`src/rtl/gate_seq_pkg.sv`:
```
// Shared definitions for the gate truth-table sequencer.
//   - FSM state encoding (IDLE, SETTLE, SAMPLE, DONE)
//   - settle counter width
//   - v_count(): number of input vectors for an N-input gate
package gate_seq_pkg;

    localparam int unsigned CNT_W = 8;

    typedef enum logic [1:0] {
        E_IDLE   = 2'd0,
        E_SETTLE = 2'd1,
        E_SAMPLE = 2'd2,
        E_DONE   = 2'd3
    } state_e;

    // Flat constants of the same encoding, used by the FSM register.
    typedef logic [1:0] state_t;
    localparam state_t ST_IDLE   = 2'(E_IDLE);
    localparam state_t ST_SETTLE = 2'(E_SETTLE);
    localparam state_t ST_SAMPLE = 2'(E_SAMPLE);
    localparam state_t ST_DONE   = 2'(E_DONE);

    function automatic int unsigned v_count(input int unsigned n_in);
        return 32'(1) << n_in;
    endfunction

endpackage

```
`src/rtl/gate_truth_sequencer_if.sv`:
```
// Host/gate-side bundle of the gate truth-table sequencer.
//   start, truth_table          : host -> sequencer
//   gate_out                    : gate under test -> sequencer
//   gate_in                     : sequencer -> gate under test
//   busy, done, pass, fail_mask : sequencer -> host
//   err_count, first_err_idx    : sequencer -> host, only with GATE_SEQ_ERR_LOG_EN
interface gate_truth_sequencer_if
    import gate_seq_pkg::*;
#(
    parameter int unsigned N_IN = 2
);
    localparam int unsigned V = v_count(N_IN);

    logic            start;
    logic [V-1:0]    truth_table;
    logic [N_IN-1:0] gate_in;
    logic            gate_out;
    logic            busy;
    logic            done;
    logic            pass;
    logic [V-1:0]    fail_mask;
`ifdef GATE_SEQ_ERR_LOG_EN
    logic [N_IN:0]   err_count;
    logic [N_IN-1:0] first_err_idx;

    modport slave (
        input  start, truth_table, gate_out,
        output gate_in, busy, done, pass, fail_mask, err_count, first_err_idx
    );
    modport master (
        output start, truth_table, gate_out,
        input  gate_in, busy, done, pass, fail_mask, err_count, first_err_idx
    );
`else
    modport slave (
        input  start, truth_table, gate_out,
        output gate_in, busy, done, pass, fail_mask
    );
    modport master (
        output start, truth_table, gate_out,
        input  gate_in, busy, done, pass, fail_mask
    );
`endif

endinterface

```
`src/rtl/gate_seq_settle_timer.sv`:
```
// Loadable down-counter with a zero flag, used to hold each vector.
//   clk, rst    : clock, async active-high reset
//   i_load      : load i_load_val (has priority over i_en)
//   i_load_val  : value to load
//   i_en        : decrement by one, stopping at zero
//   o_zero_c    : count is zero (combinational from the count register)
module gate_seq_settle_timer #(
    parameter int unsigned W = 8
) (
    input  logic         clk,
    input  logic         rst,
    input  logic         i_load,
    input  logic [W-1:0] i_load_val,
    input  logic         i_en,
    output logic         o_zero_c
);

    logic [W-1:0] r_cnt;

    always_ff @(posedge clk or posedge rst) begin
        if (rst) begin
            r_cnt <= W'(0);
        end else if (i_load) begin
            r_cnt <= i_load_val;
        end else if (i_en && (r_cnt != W'(0))) begin
            r_cnt <= r_cnt - W'(1);
        end
    end

    assign o_zero_c = (r_cnt == W'(0));

endmodule

```
`src/rtl/gate_truth_sequencer.sv`:
```
// Sweeps a single N-input gate through every input vector, holds each vector
// SETTLE_CYCLES+2 cycles, samples gate_out on the last edge of the window and
// compares it against a truth table captured at start.
//   clk, rst : clock, async active-high reset
//   bus      : gate_truth_sequencer_if.slave (start/truth_table in, gate_in
//              drive, gate_out sample, busy/done/pass/fail_mask results)
// Optional macro GATE_SEQ_ERR_LOG_EN adds err_count and first_err_idx.
module gate_truth_sequencer
    import gate_seq_pkg::*;
#(
    parameter int unsigned N_IN          = 2,
    parameter int unsigned SETTLE_CYCLES = 2
) (
    input  logic                    clk,
    input  logic                    rst,
    gate_truth_sequencer_if.slave   bus
);

    localparam int unsigned V  = v_count(N_IN);
    localparam int unsigned EW = N_IN + 1;

    state_t          r_state;
    logic [V-1:0]    r_tt;
    logic [N_IN-1:0] r_idx;
    logic [N_IN-1:0] r_gate_in;
    logic [V-1:0]    r_fail;
    logic            r_pass;
    logic            r_done;
    logic            r_busy;

    state_t          w_state_nxt;
    logic [V-1:0]    w_tt_nxt;
    logic [N_IN-1:0] w_idx_nxt;
    logic [N_IN-1:0] w_gate_in_nxt;
    logic [V-1:0]    w_fail_nxt;
    logic            w_pass_nxt;
    logic            w_done_nxt;
    logic            w_busy_nxt;
    logic            w_tmr_load;
    logic            w_tmr_en;
    logic            w_tmr_zero;
    logic            w_mis;

`ifdef GATE_SEQ_ERR_LOG_EN
    logic [EW-1:0]   r_err_cnt;
    logic [N_IN-1:0] r_first;
    logic [EW-1:0]   w_err_cnt_nxt;
    logic [N_IN-1:0] w_first_nxt;
`endif

    gate_seq_settle_timer #(.W(CNT_W)) u_timer (
        .clk        (clk),
        .rst        (rst),
        .i_load     (w_tmr_load),
        .i_load_val (CNT_W'(SETTLE_CYCLES)),
        .i_en       (w_tmr_en),
        .o_zero_c   (w_tmr_zero)
    );

    assign w_mis = (bus.gate_out != r_tt[r_idx]);

    // State register
    always_ff @(posedge clk or posedge rst) begin
        if (rst) begin
            r_state <= ST_IDLE;
        end else begin
            r_state <= w_state_nxt;
        end
    end

    // Next state and next register values
    always_comb begin
        w_state_nxt   = r_state;
        w_tt_nxt      = r_tt;
        w_idx_nxt     = r_idx;
        w_gate_in_nxt = r_gate_in;
        w_fail_nxt    = r_fail;
        w_pass_nxt    = r_pass;
        w_done_nxt    = 1'b0;
        w_tmr_load    = 1'b0;
        w_tmr_en      = 1'b0;
`ifdef GATE_SEQ_ERR_LOG_EN
        w_err_cnt_nxt = r_err_cnt;
        w_first_nxt   = r_first;
`endif
        case (r_state)
            ST_IDLE: begin
                if (bus.start) begin
                    w_state_nxt   = ST_SETTLE;
                    w_tt_nxt      = bus.truth_table;
                    w_fail_nxt    = V'(0);
                    w_pass_nxt    = 1'b0;
                    w_idx_nxt     = N_IN'(0);
                    w_gate_in_nxt = N_IN'(0);
                    w_tmr_load    = 1'b1;
`ifdef GATE_SEQ_ERR_LOG_EN
                    w_err_cnt_nxt = EW'(0);
                    w_first_nxt   = N_IN'(0);
`endif
                end
            end
            ST_SETTLE: begin
                if (w_tmr_zero) begin
                    w_state_nxt = ST_SAMPLE;
                end else begin
                    w_tmr_en = 1'b1;
                end
            end
            ST_SAMPLE: begin
                if (w_mis) begin
                    w_fail_nxt = r_fail | (V'(1) << r_idx);
`ifdef GATE_SEQ_ERR_LOG_EN
                    // A zero count means this is the first mismatch of the sweep
                    if (r_err_cnt == EW'(0)) begin
                        w_first_nxt = r_idx;
                    end
                    if (r_err_cnt != EW'(V)) begin
                        w_err_cnt_nxt = r_err_cnt + EW'(1);
                    end
`endif
                end
                if (r_idx == N_IN'(V - 1)) begin
                    w_state_nxt = ST_DONE;
                    w_done_nxt  = 1'b1;
                    // Includes this cycle's compare result
                    w_pass_nxt  = (w_fail_nxt == V'(0));
                end else begin
                    w_state_nxt   = ST_SETTLE;
                    w_idx_nxt     = r_idx + N_IN'(1);
                    w_gate_in_nxt = r_idx + N_IN'(1);
                    w_tmr_load    = 1'b1;
                end
            end
            ST_DONE: begin
                w_state_nxt = ST_IDLE;
            end
            default: begin
                w_state_nxt = ST_IDLE;
            end
        endcase
        w_busy_nxt = (w_state_nxt != ST_IDLE);
    end

    // Datapath and output registers
    always_ff @(posedge clk or posedge rst) begin
        if (rst) begin
            r_tt      <= V'(0);
            r_idx     <= N_IN'(0);
            r_gate_in <= N_IN'(0);
            r_fail    <= V'(0);
            r_pass    <= 1'b0;
            r_done    <= 1'b0;
            r_busy    <= 1'b0;
        end else begin
            r_tt      <= w_tt_nxt;
            r_idx     <= w_idx_nxt;
            r_gate_in <= w_gate_in_nxt;
            r_fail    <= w_fail_nxt;
            r_pass    <= w_pass_nxt;
            r_done    <= w_done_nxt;
            r_busy    <= w_busy_nxt;
        end
    end

    assign bus.gate_in   = r_gate_in;
    assign bus.busy      = r_busy;
    assign bus.done      = r_done;
    assign bus.pass      = r_pass;
    assign bus.fail_mask = r_fail;

`ifdef GATE_SEQ_ERR_LOG_EN
    // Error log registers
    always_ff @(posedge clk or posedge rst) begin
        if (rst) begin
            r_err_cnt <= EW'(0);
            r_first   <= N_IN'(0);
        end else begin
            r_err_cnt <= w_err_cnt_nxt;
            r_first   <= w_first_nxt;
        end
    end

    assign bus.err_count     = r_err_cnt;
    assign bus.first_err_idx = r_first;
`endif

endmodule

```
`src/flat_wrapper.sv`:
```
// flat-port wrapper written by rule: the top's interface ports become plain ports
module gate_truth_sequencer_flat import gate_seq_pkg::*;
#(
    parameter int unsigned N_IN          = 2,
    parameter int unsigned SETTLE_CYCLES = 2
)
  (clk, rst, bus_start, bus_truth_table, bus_gate_out, bus_gate_in, bus_busy, bus_done, bus_pass, bus_fail_mask);
  gate_truth_sequencer_if #(.N_IN(N_IN)) bus_i ();
  input  logic clk;
  input  logic rst;
  input wire logic [$bits(bus_i.start)-1:0] bus_start;
  input wire logic [$bits(bus_i.truth_table)-1:0] bus_truth_table;
  input wire logic [$bits(bus_i.gate_out)-1:0] bus_gate_out;
  output wire logic [$bits(bus_i.gate_in)-1:0] bus_gate_in;
  output wire logic [$bits(bus_i.busy)-1:0] bus_busy;
  output wire logic [$bits(bus_i.done)-1:0] bus_done;
  output wire logic [$bits(bus_i.pass)-1:0] bus_pass;
  output wire logic [$bits(bus_i.fail_mask)-1:0] bus_fail_mask;
  assign bus_i.start = bus_start;
  assign bus_i.truth_table = bus_truth_table;
  assign bus_i.gate_out = bus_gate_out;
  assign bus_gate_in = bus_i.gate_in;
  assign bus_busy = bus_i.busy;
  assign bus_done = bus_i.done;
  assign bus_pass = bus_i.pass;
  assign bus_fail_mask = bus_i.fail_mask;
  gate_truth_sequencer #(.N_IN(N_IN), .SETTLE_CYCLES(SETTLE_CYCLES)) u_core (.clk(clk), .rst(rst), .bus(bus_i));
endmodule
```
`config.mk`:
```
export PLATFORM = sky130hd
export DESIGN_NAME = gate_truth_sequencer_flat
export DESIGN_NICKNAME = d
export VERILOG_FILES = /design/src/rtl/gate_seq_pkg.sv /design/src/rtl/gate_truth_sequencer_if.sv /design/src/rtl/gate_seq_settle_timer.sv /design/src/rtl/gate_truth_sequencer.sv /design/src/flat_wrapper.sv
export SDC_FILE = /design/constraint.sdc
export NUM_CORES = 1
export LEC_CHECK = 0
export CAP_MARGIN = 40
export CORE_ASPECT_RATIO = 1.5
export CORE_MARGIN = 2
export CORE_UTILIZATION = 50
export DETAILED_ROUTE_END_ITERATION = 7
export DONT_BUFFER_PORTS = 1
export GPL_TIMING_DRIVEN = 0
export PLACE_DENSITY = 0.76
export SLEW_MARGIN = 25
export SYNTH_ARGS = -nofsm -noshare
export SYNTH_HDL_FRONTEND = slang
export SYNTH_SLANG_ARGS = --single-unit
```
`constraint.sdc`:
```
create_clock -name clk -period 1.91 [get_ports clk]
set_input_delay 0.2865 -clock clk [delete_from_list [all_inputs] [get_ports clk]]
set_output_delay 0.2865 -clock clk [all_outputs]
set_load 0.1 [all_outputs]
```
* Word-level counts from Yosys, hierarchy flattened *
Cells that the tools add are included.

storage, ports and cells
  bits of input ports = 8
  bits in registers = 23
  output and inout bits = 9

cells by class
  magnitude comparators = 1
  equal/unequal tests = 8
  shift-type cells = 1
  mux-type cells = 25
  reduce and logical (&&, ||, !) cells = 12
  bitwise logic cells = 1
  add/subtract/negate cells = 2

operator list
  cell                   number
  $mux W8                2
  $mux W4                3
  $mux W2                5
  $mux W1                9
  $logic_not A8 Y1       1
  $pmux W2 S4            1
  $pmux W4 S2            1
  $reduce_bool A8 Y1     1
  $sub A8 B1 Y8 const B  1
  $eq A2 B2 Y1 const B   3
  $reduce_and A3 Y1      2
  $reduce_bool A2 Y1     3
  $logic_not A4 Y1       1
  $ne A2 B2 Y1 const B   2
  $or A4 B4 Y4           1
  $pmux W1 S2            2
  $pmux W2 S2            1
  $reduce_and A2 Y1      2
  $shl A1 B2 Y4 const A  1
  $lt A2 B3 Y1 const B   1
  $add A2 B1 Y2 const B  1
  $bmux W1 S2            1
  $eq A2 B1 Y1 const B   1
  $logic_not A2 Y1       1
  other kinds (3)        3

* Logic depth before layout (Yosys ltp) *
Gate-level depths: netlist (run 1).

  depth after elaboration = 8
  mapped depth = 6
  mapped depth without buffers = 6

* Hierarchy *
A second synthesis (run 1) with hierarchy kept.

unflattened totals
  cell total of the unflattened synthesis = 111
  area total of the unflattened synthesis = 1208.7 sq um

by module, submodules not included
  module                 instances  sequential area each (sq um)  cells an instance  area an instance (sq um)
  gate_truth_sequencer   1          375.4                         58                 713.2
  gate_seq_settle_timer  1          200.2                         53                 495.5

* Worst setup path before layout (run 1) *
No wires, ideal clock.

  kind = register -> register
  start = reg u_core.r_idx[0]
  end = reg u_core.r_fail[1] (netlist: u_core.bus.fail_mask[1])
  stages on the path, launching flop included = 5
  path slack = -0.357 ns
  data arrival time = 2.197 ns
  path through = dfrtp_1 > mux4_2 > xnor2_1 > nor3b_1 > a22o_1

on the way
  longest elaborated chain between the ends = 6
  elaborated cells on any way between the ends = 8
  those cells by class = eq/ne (1); shift (1); mux (5); bitwise (1)

ends and longest elaborated chain
  element                        RTL line                     source
  start: declaration             gate_truth_sequencer.sv:24   logic [N_IN-1:0] r_idx;
  start signal: assignment       gate_truth_sequencer.sv:156  r_idx <= w_idx_nxt;
  $bmux W1 S2                    gate_truth_sequencer.sv:60   assign w_mis = (bus.gate_out != r_tt[r_idx]);
  $mux W1 (implied by the code)  gate_truth_sequencer.sv:60
  $ne A1 B1 Y1                   gate_truth_sequencer.sv:60
  $mux W4 (*)                    gate_truth_sequencer.sv:110  if (w_mis) begin
  $mux W4 (*)                    gate_truth_sequencer.sv:86   case (r_state)
  $pmux W4 S2 (*)                gate_truth_sequencer.sv:86
  end signal: assignment         gate_truth_sequencer.sv:158  r_fail <= w_fail_nxt;
  end: declaration               gate_truth_sequencer.sv:26   logic [V-1:0] r_fail;

Every way passes the cells marked *; elsewhere a longest branch is shown, timed or not. The select of a mux whose other input is x is not followed.
A chain may end at the register's enable or synchronous reset.

* Worst setup path after layout (run 1) *
  start = reg u_core.r_idx[0]
  end = reg u_core.r_fail[0] (netlist: u_core.bus.fail_mask[0])

The elaborated chain is that of the path after synthesis.

==> results of run 1 <==
==> worst max-delay path, stage by stage, from the launching register on <==
cell and delay [ps]:
dfrtp_4 670, mux4_2 620, xnor2_4 160, nor3b_4 210
a22o_1 170
==> registers in the layout, indices dropped and copies added, names as in the netlist <==
| name | count |
|---|---|
| u_core.bus.busy | 1 |
| u_core.bus.fail_mask | 4 |
| u_core.bus.pass | 1 |
| u_core.bus.done | 1 |
| u_core.r_idx | 2 |
| u_core.r_state | 2 |
| u_core.r_tt | 4 |
| u_core.u_timer.r_cnt | 8 |
==> placed cells by master, fill, tap and decap left out, types with 2 or more instances in the layout <==
master / n
nor2_1: 7
o211ai_1: 2
nand2b_1: 2
dfrtp_4: 2
a22o_1: 6
clkbuf_1: 3
clkbuf_4: 3
nand3_1: 3
mux2_2: 4
xor2_1: 2
dfrtp_1: 21
inv_1: 7
nor3_1: 3
a21oi_1: 3
buf_16: 5
buf_1: 5
nand2_1: 7
ha_1: 6
xnor2_1: 2
o2111ai_1: 2
o21ai_0: 2
==> synth_stat cells, types with 2 or more instances <==
library cell  instances  area (um^2)
a21oi_1               3         15.0
a22o_1                6         52.6
clkbuf_1              2         7.51
dfrtp_1              23          576
ha_1                  6         75.1
inv_1                 7         26.3
mux2_2                4         45.0
nand2_1               7         26.3
nand2b_1              2         12.5
nand3_1               3         15.0
nor2_1                7         26.3
nor3_1                3         15.0
o2111ai_1             2         17.5
o211ai_1              2         15.0
o21ai_0               2         10.0
xnor2_1               3         26.3
xor2_1                2         17.5
==> cells by family after synthesis <==
| group | after synthesis | synth area share |
|---|---|---|
| adder cells (fa/ha/maj) | 6 | 0.0644 |
| flip-flops | 23 | 0.494 |
| multiplexers | 7 | 0.0763 |
| AO/OA/AOI/OAI | 20 | 0.148 |
| buffers and inverters | 9 | 0.0290 |
| AND/OR/NAND/NOR | 32 | 0.150 |
| XOR/XNOR | 5 | 0.0376 |
==> worst max path at each step <==
stage                     from                 endpoint  cells after the start
4_1_cts        u_core.r_idx[0]  u_core.bus.fail_mask[1]                      4
5_1_grt        u_core.r_idx[0]  u_core.bus.fail_mask[0]                      4
3_3_place_gp   u_core.r_idx[0]  u_core.bus.fail_mask[1]                      4
6_report       u_core.r_idx[0]  u_core.bus.fail_mask[0]                      4
3_5_place_dp   u_core.r_idx[0]  u_core.bus.fail_mask[1]                      4
2_1_floorplan  u_core.r_idx[0]  u_core.bus.fail_mask[1]                      4
==> stage by stage <==
stage	cells	total power, mW	setup WS, ps	hold WS [ps]
5_1_grt	142	2.32	-37.3	94.2
3_3_place_gp	125	1.76	-65.9	375
2_1_floorplan	102	1.64	67.1	288
4_1_cts	140	2.17	-2.66	59.1
3_5_place_dp	135	1.88	-106	400
6_report	142	2.17	19.8	120
==> layer usage <==
layer  vias up  wire length, um
li1        404                -
met1       400              864
met2        16             1320
met3         6               42
met4         0               40
met5         -                0
==> repair_timing <==
item | in CTS | in global routing
gates resized for setup | 3 | 2
pin swaps | 1 | 1
setup buffers | 1 | 0
endpoints found under the setup margin | 3 | 4
hold buffers | 0 | 1
hold endpoints to repair | 0 | 11
==> power breakdown <==
part / internal, mW / total [mW] / switching, mW
registers: 0.652 / 0.988 / 0.337
logic: 0.472 / 0.966 / 0.494
clock network: 0.0813 / 0.220 / 0.139
total: 1.20 / 2.17 / 0.969
==> layout make-up <==
class | count | area (um^2)
fill | 155 | 787
inverter | 7 | 26.3
sequential | 23 | 583
tap | 23 | 28.8
clock buffer | 4 | 26.3
buffer | 2 | 7.51
multi-input combinational | 70 | 586
timing repair buffer | 13 | 189
==> results.cfg, run 1 <==
[global_routing]
grt_pass1_vias = 882
grtUsageMet2 = 0.340
antenna_found_initial = 0
grt_use_total = 0.187
grt_pass1_wl_um = 3910
grt_max_degree = 24
gr-usage-met1 = 0.210
busiest_layer = met2
grt_overflow = 0
grt_use_met3 = 0.0287

[cts]
cts.clk_slew.worst_paths_ps = 110
cts_buffers = 3
cts_root_buffer = clkbuf_4
insertion_delay_ps = 300
clock-sinks = 23
cts_buffer_depth = 2
htreeDepth = 1
cts_tree = built

[logic_synthesis]
mappedNetlistNets = 116
synth.distinct_cells = 35
yosysSeqAreaShare = 0.494
synth_flop_cell = dfrtp_1
synth_area_um2 = 1160
synth.avg_cell_area_um2 = 11.4
synth-seq-cells = 23
yosysWarnings = 0
synth_edf_count = 0
synthArstFlopShare = 1.00
synth_cells = 102

[floorplanning]
start_util = 0.522
design.core.area_um2 = 2230
die_w_um = 43.4
num_io_pins = 17
die_y_um = 63.1
dieArea_um2 = 2740
fp-row-count = 21

[detailed_routing]
drt_wl_total_um = 2270
ant_nets = 0
dr.pass1.iters = 4
via_per_inst = 5.82
num_vias = 826
routedWlPerCell_um = 16.0
dr.first_iter.drc_count = 20
route.detailed.drc = 0

[hold_path]
whs_endpoint = u_core.r_tt[1]
hold_depth = 1
hp-start = bus_truth_table[1]
worstHoldPathType = in -> reg

[placement]
post-dp-hpwl_um = 1750
numPortBuffers = 0
placed_cell_area_um2 = 1360
gp_congestion = 0.843

[critical_path]
regToRegSetupSlack_ps = 20
worstPathMaxFanout = 6
reg2reg_to = u_core.bus.fail_mask[0]
critPathCaptureType = register
required_ps = 2150
cp.arrival_ps = 2130
worstRegToRegCells = 4
r2r-start = u_core.r_idx[0]
path_class = reg -> reg
startpoint_type = register

[timing]
min_period_ps = 1890
fin_skew_ps = 13.2
setup_viol = 0
slew_headroom = 0.421
fin_tns_setup_ps = 0
fin_crit_sh = 0.990
hold_viol = 0
rsz0062_at_grt = true
max_freq_mhz = 529
worst_slew_pin_slew_ps = 870
slew_violations = 0

[final_layout]
fin_nets = 134
diodes = 0
final_core_util = 0.648
syn_to_final_growth_pct = 24.2
fin_area_um2 = 1450
drive_above_1_share = 0.193

[power_and_ir_drop]
p_leak_nw = 0.653
irDropWorstVdd_mv = 0.726
power.density_nw_per_um2 = 1500

[run_status]
outcome = complete, no violations

[flow_run]
drv_cap = 0
(Power assumes the default switching activity.)
==> run 2, diff against run 1 <==
--- a/config.mk
+++ b/config.mk
@@ -13,6 +13,7 @@
 export DONT_BUFFER_PORTS = 1
 export GPL_TIMING_DRIVEN = 0
 export PLACE_DENSITY = 0.76
+export RECOVER_POWER = 100
 export SLEW_MARGIN = 25
 export SYNTH_ARGS = -nofsm -noshare
 export SYNTH_HDL_FRONTEND = slang
==> run 2 against run 1 <==
Against the previous run: combinational power decreased by 7.7%; first-iteration DRC count shrank 35%; setup slack gained 3.0 ps; critical path depth unchanged; via count increased by 0.12%; routed wire length is 2.9% higher; fmax increased by 0.16%; global-route usage did not move; critical endpoint is now u_core.bus.fail_mask[1]; clock power barely moved; final area is 9.9% lower; register-to-register slack hardly changed; hold slack hardly changed.
==> results.cfg, run 2 (synthesis gave the netlist of run 1 again) <==
[cts]
insertion_delay_ps = 300
cts.clk_slew.worst_paths_ps = 110
cts_root_buffer = clkbuf_4
cts_buffer_depth = 2
cts_buffers = 3
cts_tree = built
htreeDepth = 1
clock-sinks = 23

[timing]
setup_viol = 0
slew_headroom = 0.310
worst_slew_pin_slew_ps = 1040
max_freq_mhz = 530
min_period_ps = 1890
fin_tns_setup_ps = 0
fin_crit_sh = 0.988
hold_viol = 0
slew_violations = 0
fin_skew_ps = 13.9
rsz0062_at_grt = true

[final_layout]
fin_nets = 134
syn_to_final_growth_pct = 11.9
diodes = 0
largest_reg_flops = 8
regMostFlops = u_core.u_timer.r_cnt
layout_commonest_cell = dfrtp_1
final_cell_mix = dfrtp_1 (21), nor2_1 (7), inv_1 (7), nand2_1 (7)
drive_above_1_share = 0.176
fillers = 175

[placement]
post-dp-hpwl_um = 1750
numPortBuffers = 0
gp_congestion = 0.843

[critical_path]
r2r-start = u_core.r_idx[0]
cp.arrival_ps = 2120
critPathCaptureType = register
startpoint_type = register
regToRegSetupSlack_ps = 20
worstPathMaxFanout = 6
reg2reg_to = u_core.bus.fail_mask[1]
path_class = reg -> reg
worstRegToRegCells = 4
required_ps = 2150

[hold_path]
whs_endpoint = u_core.r_tt[1]
worstHoldPathType = in -> reg
hold_depth = 1
hp-start = bus_truth_table[1]

[floorplanning]
die_w_um = 43.4
start_util = 0.522
design.core.area_um2 = 2230
dieArea_um2 = 2740
die_y_um = 63.1
fp-row-count = 21
num_io_pins = 17

[detailed_routing]
drt_wl_total_um = 2330
via_per_inst = 5.82
dr.pass1.iters = 5
routedWlPerCell_um = 16.4
ant_nets = 0
num_vias = 827
dr.first_iter.drc_count = 13
route.detailed.drc = 0

[global_routing]
grt_pass1_vias = 882
grt_use_total = 0.187
antenna_found_initial = 0
grt_max_degree = 24
grt_pass1_wl_um = 3910
grt_overflow = 0

[power_and_ir_drop]
p_sw_mw = 0.940
power.density_nw_per_um2 = 1600
p_leak_nw = 0.608
p_sw_frac = 0.451
intPower_mw = 1.14
clkPwrFrac = 0.106
irDropWorstVdd_mv = 0.712
p_comb_frac = 0.428
p_seq_frac = 0.466
fin_total_pwr_mw = 2.08

[flow_run]
drv_cap = 0

[run_status]
outcome = complete, no violations
-- run 2: cell types whose count changed in the layout (fill, tap and decap cells not counted), sizes merged --
cell	before	now
buf	12	6
clkbuf	6	12
-- run 2: repair_timing --
item / 4_1_cts / 5_1_grt
pin swaps: 1 / 1
setup buffers: 1 / 0
hold buffers: 0 / 1
gates cloned: 0 / 0
endpoints found under the hold margin: 0 / 11
setup endpoints to repair: 3 / 4
gates resized for setup: 3 / 2
-- run 2: power groups by stage --
stage	clock network (mW)	logic, mW	registers (mW)
after floorplan	0	0.639	1.00
after global placement	0	0.722	1.04
after detailed placement	0	0.888	0.991
after CTS	0.224	0.966	0.982
after global routing	0.245	0.997	0.991
final	0.221	0.892	0.971
-- run 2: worst max-delay path: stages (launching register included) --
cell	delay, ps
dfrtp_4	670
mux4_2	620
xnor2_4	160
nor3b_4	210
a22o_1	170
-- run 2: cell type report --
| type | count | area, um^2 | area share |
|---|---|---|---|
| Buffer | 2 | 7.51 | 0.00576 |
| Clock buffer | 4 | 26.3 | 0.0202 |
| Inverter | 7 | 26.3 | 0.0202 |
| Multi-Input combinational cell | 70 | 569 | 0.437 |
| Sequential cell | 23 | 581 | 0.445 |
| Tap cell | 23 | 28.8 | 0.0221 |
| Timing Repair Buffer | 13 | 65.1 | 0.0499 |
-- run 2: through the flow --
step	utilization	hold slack, ps	worst slack [ps]	cell area (um^2)	std cells
after global placement	0.537	375	-65.9	1200	125
after detailed placement	0.607	400	-106	1360	135
after floorplan	-	288	67.1	1170	102
after global routing	0.584	94.2	-37.8	1300	142
final	0.584	120	22.8	1300	142
after CTS	0.632	59.1	-2.66	1410	140
-- run 2: layer usage --
layer,wire length [um],GRT usage,up-vias
met5,0,0,-
met3,51,0.0287,8
met4,59,0.0758,0
li1,-,-,404
met1,925,0.210,396
met2,1300,0.340,19
-- run 2: how the worst max path moves through the flow --
stage,start,to,cells past startpoint
2_1_floorplan,u_core.r_idx[0],u_core.bus.fail_mask[1],4
3_5_place_dp,u_core.r_idx[0],u_core.bus.fail_mask[1],4
5_1_grt,u_core.r_idx[1],u_core.r_idx[0],4
6_report,u_core.r_idx[0],u_core.bus.fail_mask[1],4
3_3_place_gp,u_core.r_idx[0],u_core.bus.fail_mask[1],4
4_1_cts,u_core.r_idx[0],u_core.bus.fail_mask[1],4
==> run 3, diff against run 2 <==
--- a/config.mk
+++ b/config.mk
@@ -5,6 +5,7 @@
 export SDC_FILE = /design/constraint.sdc
 export NUM_CORES = 1
 export LEC_CHECK = 0
+export ABC_AREA = 1
 export CAP_MARGIN = 40
 export CORE_ASPECT_RATIO = 1.5
 export CORE_MARGIN = 2
==> run 3 against run 2 <==
Against the previous run: clock power up 5%; global-route usage up 0.62 points; area after synthesis up 8.4%; hold slack worse by 43 ps; non-clock buffer count unchanged; clock skew down 8.1 ps; core utilization down 1.8 points; critical path depth up 2; synthesized cell count up 44%; final area up 5.1%; register-to-register slack better by 300 ps; final cell count up 34%; critical endpoint is now u_core.bus.busy; largest power group unchanged.
==> results.cfg, run 3 <==
[cts]
cts_buffers = 3
cts.clk_slew.worst_paths_ps = 130
cts_resized = 0
cts_buffer_depth = 2
htreeDepth = 1
insertion_delay_ps = 320
cts_root_buffer = clkbuf_4
cts_tree = built
clock-sinks = 23

[final_layout]
diodes = 0
regMostFlops = u_core.u_timer.r_cnt
drive_above_1_share = 0.169
fin_nets = 181
largest_reg_flops = 8
final_cell_mix = nand2_1 (32), dfrtp_1 (23), inv_1 (22)
layout_commonest_cell = nand2_1
syn_to_final_growth_pct = 8.52
final_cells = 190

[power_and_ir_drop]
p_leak_nw = 0.711
clkPwrFrac = 0.317
p_comb_frac = 0.020
intPower_mw = 0.568
p_sw_frac = 0.227
p_sw_mw = 0.167
irDropWorstVdd_mv = 0.351
fin_total_pwr_mw = 0.735
power.density_nw_per_um2 = 537
p_seq_frac = 0.662

[logic_synthesis]
synth_cells = 147
synth-seq-cells = 23
synth_common_cells = nand2_1 (32), dfrtp_1 (23), inv_1 (19)
yosysSeqAreaShare = 0.456
synth.avg_cell_area_um2 = 8.59
yosys-top-cells-area = dfrtp_1 (46%), nand2_1 (9.5%), ha_1 (5.9%)
synth_top_area_cell = dfrtp_1
synth_flop_cell = dfrtp_1
yosysMostFrequentCell = nand2_1
yosysWarnings = 0
synth_top_area_frac = 0.456
synth_edf_count = 0
synth.distinct_cells = 22
synthArstFlopShare = 1.00
synth_area_um2 = 1260
mappedNetlistNets = 161

[timing]
max_freq_mhz = 629
min_period_ps = 1590
slew_headroom = 0.400
fin_tns_setup_ps = 0
fin_skew_ps = 5.87
hold_viol = 0
fin_crit_sh = 0.832
rsz0062_at_grt = false
setup_viol = 0
slew_violations = 0
worst_slew_pin_slew_ps = 901

[global_routing]
grt_use_total = 0.194
grt_pass1_vias = 1040
grt_overflow = 0
grt_use_met3 = 0.0357
busiest_layer = met2
grt_max_degree = 16
grtUsageMet2 = 0.357
antenna_found_initial = 0
gr-usage-met1 = 0.201
grt_pass1_wl_um = 4250

[critical_path]
critPathCaptureType = register
regToRegSetupSlack_ps = 320
crit_start = u_core.r_state[1]
reg2reg_to = u_core.bus.busy
required_ps = 2110
path_class = reg -> reg
worstRegToRegCells = 6
r2r-start = u_core.r_state[1]
setup.worst_path.end = u_core.bus.busy
cp.arrival_ps = 1790
startpoint_type = register
worstPathMaxFanout = 6

[placement]
gp_congestion = 0.872
place_inst = 176
post-dp-hpwl_um = 1980
numPortBuffers = 0

[flow_run]
drv_cap = 0

[run_status]
outcome = complete, no violations

[hold_path]
hp-start = bus_truth_table[3]
worstHoldPathType = in -> reg

[detailed_routing]
routedWlPerCell_um = 14.2
route.detailed.drc = 0
via_per_inst = 5.30
dr.pass1.iters = 4
dr.first_iter.drc_count = 28
ant_nets = 0
drt_wl_total_um = 2690
num_vias = 1007

[floorplanning]
dieArea_um2 = 2950
fp-row-count = 22
num_io_pins = 17
die_y_um = 65.5
start_util = 0.521
design.core.area_um2 = 2420
die_w_um = 45.0
[run 3: cell count changes after synthesis, moves of 3 or more]
cell     delta
nand2_1    +25
nand3_1    +11
inv_1      +12
o21ai_0    +11
nor2_2      +3
a22o_1      -6
mux2_2      -4
nand2_4     +3
nor2_4      +4
xnor2_1     -3
inv_2       +8
[run 3: stage by stage]
step                 util  worst slack [ps]  instance area [um^2]  hold slack [ps]
floorplan               -              24.0                  1260              288
global placement    0.534              -127                  1290              386
detailed placement  0.572               413                  1390              177
CTS                 0.587               342                  1420             76.2
global route        0.566               146                  1370             71.6
finish              0.566               321                  1370             77.1
[run 3: worst max-delay path, stage by stage (launching register included)]
cell     delay [ps]
dfrtp_1         390
inv_1            80
nand3_1         220
inv_1           190
nor2_1          280
nand2_4          70
or2_0           250
[run 3: final cells by class]
cell class | instances | area [um^2]
clock buffers | 3 | 22.5
clock inverters | 1 | 5.00
fillers | 209 | 1050
inverters | 28 | 108
multi-input cells | 96 | 552
flip-flops and latches | 23 | 576
well taps | 24 | 30.0
repair buffers | 15 | 77.6
[run 3: cells by family (layout without fill, tap and decap cells)]
logic type                 Yosys count  in the layout  synth area share
DFF                                 23             23             0.456
and+or+nand+nor                     70             70             0.310
adders and majority gates            6              6            0.0595
buffers and inverters               28             47            0.0852
xor gates and xnor gates             3              3            0.0208
AOI/OAI and AO/OA                   17             17            0.0684
[run 3: how the worst min path moves through the flow]
stage	depth (start not counted)	endpoint
6_report	2	u_core.r_tt[3]
5_1_grt	2	u_core.r_tt[3]
4_1_cts	2	u_core.r_tt[3]
3_5_place_dp	1	u_core.u_timer.r_cnt[5]
3_3_place_gp	1	u_core.u_timer.r_cnt[5]
2_1_floorplan	1	u_core.bus.busy
[run 3: power groups by stage]
stage	combinational (mW)	sequential (mW)	clock, mW
2_1_floorplan	0.00966	0.496	0
6_report	0.0149	0.487	0.233
3_5_place_dp	0.0168	0.496	0
4_1_cts	0.0185	0.487	0.235
5_1_grt	0.0171	0.487	0.257
3_3_place_gp	0.0124	0.496	0
[run 3: routing by layer]
| layer | vias up | wire (um) |
|---|---|---|
| li1 | 498 | - |
| met1 | 484 | 1100 |
| met2 | 19 | 1430 |
| met3 | 6 | 93 |
| met4 | 0 | 65 |
| met5 | - | 0 |
[run 3: repair_timing]
item,CTS,global route
setup buffers,0,0
hold buffers,1,0
hold endpoints to repair,8,0
